`config.mk`:
```
export PLATFORM = sky130hd
export DESIGN_NAME = seven_seg_scanner
export DESIGN_NICKNAME = d
export VERILOG_FILES = /design/src/rtl/seven_seg_scanner.sv
export SDC_FILE = /design/constraint.sdc
export NUM_CORES = 1
export LEC_CHECK = 0
export CAP_MARGIN = 20
export CORE_MARGIN = 5
export CORE_UTILIZATION = 55
export DETAILED_ROUTE_END_ITERATION = 7
export PLACE_DENSITY_LB_ADDON = 0.25
export SYNTH_ARGS = -nofsm -noshare
export SYNTH_HDL_FRONTEND = slang
export SYNTH_HIERARCHICAL = 1
export SYNTH_SLANG_ARGS = --single-unit
```
`constraint.sdc`:
```
create_clock -name clk -period 3.1 [get_ports clk]
set_clock_uncertainty 0.15 [all_clocks]
set_input_delay 0.465 -clock clk [delete_from_list [all_inputs] [get_ports clk]]
set_output_delay 0.465 -clock clk [all_outputs]
set_load 0.05 [all_outputs]
```
`src/rtl/seven_seg_scanner.sv`:
```
// seven_seg_scanner: time-multiplexed seven-segment display controller.
// A prescaler divides the clock into digit slots; each slot starts with a few
// blanked cycles to avoid ghosting, then lights one digit decoded by a single
// shared hex decoder. New values are double-buffered and only swapped in at
// the end of a frame, so the display never tears.

// Hex nibble to active-low seven-segment pattern, ordered {g,f,e,d,c,b,a}.
module hex2seven_seg (
    input  logic [3:0] hex,
    output logic [6:0] seg_n
);

    // Pure lookup of the glyph for one hex digit.
    always_comb begin
        seg_n = 7'h7F;
        case (hex)
            4'h0:    seg_n = 7'b1000000;
            4'h1:    seg_n = 7'b1111001;
            4'h2:    seg_n = 7'b0100100;
            4'h3:    seg_n = 7'b0110000;
            4'h4:    seg_n = 7'b0011001;
            4'h5:    seg_n = 7'b0010010;
            4'h6:    seg_n = 7'b0000010;
            4'h7:    seg_n = 7'b1111000;
            4'h8:    seg_n = 7'b0000000;
            4'h9:    seg_n = 7'b0010000;
            4'hA:    seg_n = 7'b0001000;
            4'hB:    seg_n = 7'b0000011;
            4'hC:    seg_n = 7'b1000110;
            4'hD:    seg_n = 7'b0100001;
            4'hE:    seg_n = 7'b0000110;
            4'hF:    seg_n = 7'b0001110;
            default: seg_n = 7'h7F;
        endcase
    end

endmodule

module seven_seg_scanner #(
    parameter int DIGITS   = 4,
    parameter int TICK_DIV = 50000,
    parameter int BLANK    = 2
) (
    input  logic                  clk,
    input  logic                  rst,
    input  logic [4*DIGITS-1:0]   value,
    input  logic                  load,
    input  logic                  lzs_en,
    input  logic [DIGITS-1:0]     dp_mask,
    output logic [6:0]            seg_n,
    output logic                  dp_n,
    output logic [DIGITS-1:0]     an_n,
    output logic                  pending,
    output logic                  frame_done
);

    localparam int CNT_W = (TICK_DIV > 1) ? $clog2(TICK_DIV) : 1;
    localparam int IDX_W = (DIGITS > 1) ? $clog2(DIGITS) : 1;

    logic [CNT_W-1:0]    cnt_r;
    logic [IDX_W-1:0]    idx_r;
    logic [4*DIGITS-1:0] hold_r;
    logic [4*DIGITS-1:0] disp_r;
    logic                pending_r;
    logic [6:0]          seg_r;
    logic                dp_r;
    logic [DIGITS-1:0]   an_r;
    logic                frame_done_r;

    logic                slot_end_s;
    logic                last_digit_s;
    logic                boundary_s;
    logic                blank_s;
    logic [3:0]          nibble_s;
    logic [6:0]          dec_seg_s;
    logic [DIGITS-1:0]   upper_zero_s;
    logic                zero_run_s;
    logic                suppress_s;
    logic [6:0]          seg_nxt_s;
    logic [DIGITS-1:0]   an_nxt_s;

    // Slot/frame position decode and current digit selection.
    always_comb begin
        slot_end_s   = (cnt_r == CNT_W'(TICK_DIV - 1));
        last_digit_s = (idx_r == IDX_W'(DIGITS - 1));
        boundary_s   = slot_end_s && last_digit_s;
        blank_s      = (cnt_r < CNT_W'(BLANK));
        nibble_s     = disp_r[{idx_r, 2'b00} +: 4];
    end

    // upper_zero_s[i] is set when nibbles i..DIGITS-1 of the shown value are all zero.
    always_comb begin
        upper_zero_s = '0;
        zero_run_s   = 1'b1;
        for (int i = DIGITS - 1; i >= 0; i--) begin
            zero_run_s      = zero_run_s && (disp_r[4*i +: 4] == 4'h0);
            upper_zero_s[i] = zero_run_s;
        end
    end

    // Digit 0 always shows, so a zero value still displays a single "0".
    always_comb begin
        if (lzs_en && (idx_r != '0)) begin
            suppress_s = upper_zero_s[idx_r];
        end else begin
            suppress_s = 1'b0;
        end
    end

    hex2seven_seg u_dec (
        .hex   (nibble_s),
        .seg_n (dec_seg_s)
    );

    // Next-state values for the segment and digit-enable pins.
    always_comb begin
        seg_nxt_s = 7'h7F;
        an_nxt_s  = '1;
        if (blank_s || suppress_s) begin
            seg_nxt_s = 7'h7F;
        end else begin
            seg_nxt_s = dec_seg_s;
        end
        for (int i = 0; i < DIGITS; i++) begin
            an_nxt_s[i] = blank_s || (idx_r != IDX_W'(i));
        end
    end

    // Prescaler and slot index: one slot per TICK_DIV cycles, wrapping per frame.
    always_ff @(posedge clk) begin
        if (rst) begin
            cnt_r <= '0;
            idx_r <= '0;
        end else if (slot_end_s) begin
            cnt_r <= '0;
            if (last_digit_s) begin
                idx_r <= '0;
            end else begin
                idx_r <= idx_r + IDX_W'(1);
            end
        end else begin
            cnt_r <= cnt_r + CNT_W'(1);
        end
    end

    // Double buffer: loads land in hold_r, and are promoted to disp_r only at the frame boundary.
    always_ff @(posedge clk) begin
        if (rst) begin
            hold_r    <= '0;
            disp_r    <= '0;
            pending_r <= 1'b0;
        end else begin
            if (boundary_s && pending_r) begin
                disp_r <= hold_r;
            end
            if (load) begin
                hold_r    <= value;
                pending_r <= 1'b1;
            end else if (boundary_s) begin
                pending_r <= 1'b0;
            end
        end
    end

    // Registered pin drivers so the board sees glitch-free outputs.
    always_ff @(posedge clk) begin
        if (rst) begin
            seg_r        <= 7'h7F;
            dp_r         <= 1'b1;
            an_r         <= '1;
            frame_done_r <= 1'b0;
        end else begin
            seg_r        <= seg_nxt_s;
            dp_r         <= ~dp_mask[idx_r];
            an_r         <= an_nxt_s;
            frame_done_r <= boundary_s;
        end
    end

    assign seg_n      = seg_r;
    assign dp_n       = dp_r;
    assign an_n       = an_r;
    assign pending    = pending_r;
    assign frame_done = frame_done_r;

endmodule

```
; ---- Word level (Yosys, flattened, before mapping)
; Memory sizes are Yosys's and may differ from the RTL's. A register that Yosys moved wholly into a read port is not among the register bits.
; Cells that the tools add are included.
[totals]
reg_bits = 57
latch_bits = 0
ram_bits = 0
romBits = 112
input_bits = 24
output_inout_bits = 14
word_cells = 47
mem_count = 1
[memory_table]
columns = name, depth, word_bits, rd, rd_ports_with_merged_regs, write_ports, line_no
row1 = (name not given), 16, 7, 1, 1, 0, 16  ; case (hex)
[classes]
n_addsub = 2
multipliers = 0
div_mod_pow = 0
order_cmp = 2
n_eq_ne = 5
n_shift = 1
n_mux = 8
bitwise_logic = 1
n_reduce_logical = 19
[op_table]
columns = operator, count
row1 = $add A16 B1 Y16 const B, 1
row2 = $eq A16 B16 Y1 const B, 1
row3 = $logic_not A4 Y1, 4
row4 = $lt A16 B2 Y1 const B, 1
row5 = $shiftx A16 B5 Y4, 1
row6 = $logic_and A1 B1 Y1, 6
row7 = $logic_or A1 B1 Y1, 5
row8 = $mux W1, 5
row9 = $bmux W1 S2, 2
row10 = $ne A2 B2 Y1 const B, 2
row11 = $reduce_bool A2 Y1, 2
row12 = $reduce_or A2 Y1, 2
row13 = $lt A2 B3 Y1 const B, 1
row14 = $add A2 B1 Y2 const B, 1
row15 = $eq A2 B2 Y1 const B, 1
row16 = $mux W2, 1
row17 = $ne A2 B1 Y1 const B, 1
row18 = $not A1 Y1, 1

; ---- Logic depth before layout (Yosys ltp)
; Gate-level depths: netlist of the first run.
[depth]
depth_word = 9
depth_mapped = 8
mapped_depth_nobuf = 7

; ---- By module
; The synthesis of the first run kept the hierarchy.
[by_module_without_submodules]
columns = mod, n_inst, cells_per_inst, area_per_inst_um2, seq_area_each_um2
row1 = seven_seg_scanner, 1, 275, 2726.4, 1281.2
row2 = hex2seven_seg, 1, 32, 275.3, 0.0

; ---- Worst setup path before layout of the first run
; OpenSTA, ideal clock, no wires.
[synth_path]
kind = flip-flop to flip-flop
startpoint = reg idx_r[0]
endpoint = reg seg_r[0] (netlist: seg_n[0])
setup_ns = 0.064
arrival_ns = 2.310
t_required_ns = 2.886
slack_ns = 0.577
stages_incl_launch_ff = 9
n_path_buf = 1
period_less_slack_ns = 2.523
path_cell_list = dfxtp_1 clkbuf_1 mux4_2 inv_1 ha_1 and2b_2 or3b_1 o21ai_0 nand3b_1
[synth_via]
elab_cells_between_ends = 8
classes_between = shift (1) / mux (3) / reduce/logical (4)
[synth_rtl]
columns = element, line_no
row1 = start: declaration, 61  ; logic [IDX_W-1:0] idx_r;
row2 = start signal: assignment, 139  ; idx_r <= idx_r + IDX_W'(1);
row3 = $shiftx A16 B5 Y4, 88  ; nibble_s = disp_r[{idx_r, 2'b00} +: 4];
row4 = named net nibble_s[1], 74  ; logic [3:0] nibble_s;
row5 = end: declaration, 65  ; logic [6:0] seg_r;
; The timed path passes the listed nets, and every way through them passes these cells. The select of a mux whose other input is x is not followed.
; A chain may end at the register's enable or synchronous reset.

; ---- Final worst setup path of the first run
; Ends and elaborated chain as after synthesis.

==> results_dict.tcl, run 1 <==
set metrics [dict create \
    grt_pass1_vias 2144 \
    synth_top_area_share 0.427 \
    synth.yosys.warnings 6 \
    antenna_found_initial 0 \
    remaining_drc_errors 0 \
    post-route-cell-area_mm2 0.00358 \
    gp_congestion 0.794 \
    ant_nets 0 \
    synthArstFlopShare 0 \
    synth_xor_area_frac 0.0350 \
    fin_crit_ns 2.56 \
    grt_max_degree 30 \
    ys_top_cells_by_count "64 x dfxtp_1, 36 x mux2i_1, 36 x nor2_1" \
    critical_path_class "reg2reg" \
    drt-total-wl_um 5570 \
    critPathMaxFanout 9 \
    power_density_mw_per_mm2 471 \
    cts.htree.levels 3 \
    slew_headroom 0.589 \
    synth_area_mm2 0.00300 \
    coreArea_mm2 0.00520 \
    synth_fa_ha_area_frac 0.0500 \
    syn-instance-count 307 \
    gr-total-overflow 0 \
    end_kind "flop" \
    ys_seq_area_frac 0.427 \
    die-area_mm2 0.00704 \
    clk_pin_slew_ns 0.07 \
    grt_pass1_wl_um 9650 \
    cts_resized 0 \
    synth_fp_nets 343 \
    required_ns 3.23 \
    firstDrtPassIters 4 \
    syn-mean-instance-area_um2 9.78 \
    fmax_mhz 390 \
    synth_cell_types 39 \
    wire_per_inst_um 13.4 \
    fin_crit_sh 0.827 \
    min_path_type "reg2reg" \
    total_leakage_power_nw 1.30 \
    path_buf_inv 1 \
    synthToLayoutAreaGrowth_pct 19.2 \
    viasPerCell 5.34 \
    grt_usage 0.170 \
    cap_violations 0 \
    cts-root-buf "clkbuf_8" \
    status "finished, final reports clean" \
    worst_slew_pin_slew_ns 0.615 \
    crit_family "simple AND/OR/NAND/NOR gates" \
    dp_hpwl_um 3990 \
    peakVddDrop_uv 376 \
    crit_arrival_ns 2.70 \
    cts-hold-fix-buffers 0 \
    clk-insertion-delay-late_ns 0.34 \
    antenna_cells 0 \
    drive_gt1_frac 0.0751 \
    fin_tns_setup_ns 0 \
    cpPeakStageDelay_ns 0.62 \
    tritoncts "yes" \
    critPathSlowestCell "mux4_2" \
    numCtsBuffers 9 \
    final.fill_count 438 \
    synth_flop_cell "dfxtp_1" \
    ios 38 \
    hold_viol 0 \
    rsz0062_at_grt "no" \
    setup-violations-final 0 \
    synth_largest_area_cell "dfxtp_1" \
    fp.dieW_um 83.9 \
    slew_violations 0 \
    row_count 26 \
    portBuffers 37 \
    fin_util 0.688 \
    synth_compound_gate_area_share 0.0438 \
    dp.cells 400 \
    cts_setup_buffers 0 \
    post_dp_cell_area_mm2 0.00340 \
    critPathLaunchType "flop" \
    final_cell_count_no_fill 416 \
    synth_mux_area_frac 0.170 \
    initial_core_util 0.577 \
    ys_seq_elements 64 \
    yosys-top-cells-area "dfxtp_1 43%, mux2i_1 12%, nand2b_1 6.9%" \
    synth_simple_gate_area_share 0.229 \
    synth_top_family_by_area "simple AND/OR/NAND/NOR gates" \
    path_cells "mux4_2 > inv_1 > ha_1 > and2b_2 > or3b_1 > o21ai_0 > nand3b_1" \
    cts_sinks 64 \
    synth.most_common_cell "dfxtp_1" \
    routed-via-count 2220 \
    drt-initial-drc-count 191 \
    die_h_um 83.9 \
    final_nets 377 \
    clk_path_buf_depth 2 \
    synth-edff-count 0 \
]
==> through the flow <==
| step | setup slack (ns) | hold slack [ns] | power [mW] |
|---|---|---|---|
| after floorplan | 0.577 | 0.292 | 0.973 |
| after global placement | 0.612 | 0.309 | 1.03 |
| after detailed placement | 0.553 | 0.315 | 1.04 |
| after CTS | 0.538 | 0.328 | 1.71 |
| after global routing | 0.348 | 0.350 | 1.76 |
| final | 0.535 | 0.322 | 1.68 |
==> flip-flops by register name, summed over array words and instances (netlist names) <==
register and flops:
idx_r 2, an_n 4, frame_done 1, disp_r 16, dp_n 1, pending 1
seg_n 7, cnt_r 16, hold_r 16
==> worst min-delay path, delay by kind of cell, from the launching register on <==
| family | cells | cell delay [ns] |
|---|---|---|
| simple gates | 1 | 0.06 |
| mux | 1 | 0.06 |
| flops | 1 | 0.31 |
==> layer usage <==
| metal | global-route usage | wire length (um) | up-vias |
|---|---|---|---|
| li1 | - | - | 1126 |
| met1 | 0.198 | 2530 | 1051 |
| met2 | 0.285 | 2720 | 37 |
| met3 | 0.0474 | 239 | 6 |
| met4 | 0.0877 | 80 | 0 |
| met5 | 0 | 0 | - |
==> power by group <==
| group | switching (mW) | internal, mW |
|---|---|---|
| logic | 0.0801 | 0.0744 |
| clock network | 0.299 | 0.368 |
| registers | 0.0138 | 0.849 |
==> worst paths after layout <==
path	from	to	slack, ns	depth (start not counted)
worst min-delay path	hold_r[14]	disp_r[14]	0.32	2
worst max register to register	idx_r[0]	seg_n[0]	0.54	7
worst min register to register	hold_r[14]	disp_r[14]	0.32	2
worst max-delay path	idx_r[0]	seg_n[0]	0.54	7
==> logic make-up (layout without fill, tap and decap cells) <==
logic type | after synthesis | after routing
adder cells (fa/ha/maj) | 12 | 12
buffers and inverters | 29 | 68
XOR/XNOR | 12 | 12
multiplexers | 43 | 43
AO/OA/AOI/OAI | 21 | 21
AND/OR/NAND/NOR | 126 | 126
flip-flops | 64 | 64
==> area by class of cell <==
class	instances	area (um^2)	area share
tap	70	87.6	0.0245
inverter	10	37.5	0.0105
multi-input combinational	214	1580	0.443
sequential	64	1280	0.358
clock buffer	12	135	0.0378
timing repair buffer	42	408	0.114
clock inverter	4	45.0	0.0126
==> layout by cell type, fill, tap and decap left out, types with 2 or more instances in the layout <==
cell type | synthesis | final
a21oi_1 | 7 | 7
a22o_1 | 2 | 2
buf_4 | 0 | 5
clkbuf_1 | 14 | 3
clkbuf_8 | 0 | 9
clkdlybuf4s50_1 | 0 | 37
clkinv_2 | 0 | 3
dfxtp_1 | 64 | 64
ha_1 | 12 | 12
inv_1 | 10 | 10
mux2i_1 | 36 | 36
mux4_2 | 5 | 5
nand2_1 | 12 | 12
nand2b_1 | 33 | 33
nand3_1 | 8 | 8
nand3b_1 | 8 | 8
nand4_1 | 4 | 4
nor2_1 | 36 | 36
nor3_1 | 4 | 4
nor4_1 | 10 | 10
o21ai_0 | 6 | 6
or3_1 | 3 | 3
or4_1 | 2 | 2
xnor2_1 | 7 | 7
xor2_1 | 5 | 5
No activity file was read; power rests on OpenSTA's default activity.
==> run 2, diff against run 1 <==
==> constraint.sdc (replaced) <==
create_clock -name clk -period 2.4 [get_ports clk]
set_clock_uncertainty 0.15 [all_clocks]
set_input_delay 0.36 -clock clk [delete_from_list [all_inputs] [get_ports clk]]
set_output_delay 0.36 -clock clk [all_outputs]
set_load 0.05 [all_outputs]
==> results_dict.tcl, run 2 (same netlist as run 1, synthesis figures left out) <==
set metrics [dict create \
    status "finished, final reports clean" \
    critPathLaunchType "flop" \
    fin_tns_setup_ns 0 \
    fin_crit_sh 0.952 \
    setup-violations-final 0 \
    firstDrtPassIters 4 \
    end_kind "flop" \
    wire_per_inst_um 13.1 \
    cts.htree.levels 3 \
    row_count 26 \
    cts-root-buf "clkbuf_8" \
    final_nets 386 \
    antenna_found_initial 0 \
    grt_usage 0.168 \
    cts_setup_buffers 0 \
    grt_pass1_wl_um 9490 \
    drt-initial-drc-count 77 \
    routed-via-count 2246 \
    slew_violations 0 \
    grt_pass1_vias 2098 \
    min_path_type "reg2reg" \
    worst_slew_pin_slew_ns 0.502 \
    grt_max_degree 45 \
    total_power_mw 2.54 \
    cap_violations 0 \
    total_leakage_power_nw 1.39 \
    slew_headroom 0.664 \
    portBuffers 37 \
    dp_hpwl_um 4050 \
    fmax_mhz 438 \
    critical_path_class "reg2reg" \
    clk-insertion-delay-late_ns 0.34 \
    initial_core_util 0.577 \
    rsz0062_at_grt "no" \
    fin_util 0.720 \
    critPathMaxFanout 16 \
    numCtsBuffers 9 \
    gr-total-overflow 0 \
    power_density_mw_per_mm2 678 \
    die-area_mm2 0.00704 \
    reg.largest.list "cnt_r: 16 flops, disp_r: 16 flops, hold_r: 16 flops" \
    crit_arrival_ns 2.40 \
    peakVddDrop_uv 469 \
    synthToLayoutAreaGrowth_pct 24.8 \
    clk_pin_slew_ns 0.07 \
    clk_path_buf_depth 2 \
    required_ns 2.51 \
    fin_crit_ns 2.29 \
    final_cell_mix "63 x dfxtp_1, 37 x clkdlybuf4s50_1, 36 x nor2_1, 36 x mux2i_1, 33 x nand2b_1" \
    mostFrequentLayoutCell "dfxtp_1" \
    ios 38 \
    drive_gt1_frac 0.113 \
    gp_congestion 0.824 \
    coreArea_mm2 0.00520 \
    fp.dieW_um 83.9 \
    viasPerCell 5.28 \
    drt-total-wl_um 5580 \
    remaining_drc_errors 0 \
    die_h_um 83.9 \
    antenna_cells 0 \
    cts_sinks 64 \
    ant_nets 0 \
    tritoncts "yes" \
    hold_viol 0 \
]
==> run 2: layer usage <==
layer | vias up | GRT usage | share of wire
met1 | 1033 | 0.195 | 0.44
met2 | 50 | 0.266 | 0.48
met3 | 16 | 0.0484 | 0.051
met4 | 0 | 0.114 | 0.029
met5 | - | 0 | 0
li1 | 1147 | - | -
==> run 2: power breakdown <==
| part | switching [mW] | internal, mW |
|---|---|---|
| combinational | 0.103 | 0.0977 |
| clock | 0.406 | 0.820 |
| sequential | 0.0177 | 1.10 |
==> run 2: what timing repair did <==
item,CTS,global route
hold buffers,0,0
resized for setup,0,2
setup endpoints to repair,0,4
==> run 2: layout make-up <==
| type | instances | area (um^2) |
|---|---|---|
| Fill cell | 407 | 1460 |
| Clock inverter | 6 | 130 |
| Tap cell | 70 | 87.6 |
| Multi-Input combinational cell | 214 | 1580 |
| Timing Repair Buffer | 51 | 488 |
| Inverter | 10 | 37.5 |
| Sequential cell | 64 | 1280 |
| Clock buffer | 10 | 138 |
==> run 2: worst paths after layout <==
check,slack [ns],cells after the start,start,endpoint
worst max-delay path,0.11,5,cnt_r[13],disp_r[13]
worst min-delay path,0.32,2,hold_r[8],disp_r[8]
worst max register to register,0.11,5,cnt_r[13],disp_r[13]
worst min register to register,0.32,2,hold_r[8],disp_r[8]
==> run 2: critical path: stages, from the launching register on <==
cell	delay [ns]
dfxtp_1	0.33
or4_1	0.56
or4_1	0.50
nor3_4	0.25
buf_12	0.19
mux2i_1	0.22
==> run 2: metrics by stage <==
stage	cells	cell area, um^2	hold WS, ns	worst slack, ns
after floorplan	307	3000	0.292	0.0224
after global placement	409	3480	0.309	0.124
after detailed placement	409	3480	0.316	0.0317
after CTS	425	3750	0.326	0.0102
after global routing	425	3750	0.341	0.00507
final	425	3750	0.322	0.115
==> run 3, diff against run 2 <==
--- a/config.mk
+++ b/config.mk
@@ -9,6 +9,7 @@
 export CORE_MARGIN = 5
 export CORE_UTILIZATION = 55
 export DETAILED_ROUTE_END_ITERATION = 7
+export GPL_ROUTABILITY_DRIVEN = 0
 export PLACE_DENSITY_LB_ADDON = 0.25
 export SYNTH_ARGS = -nofsm -noshare
 export SYNTH_HDL_FRONTEND = slang
==> results of run 3 <==
The final DEF is identical to that of run 2; final timing and power are the same.
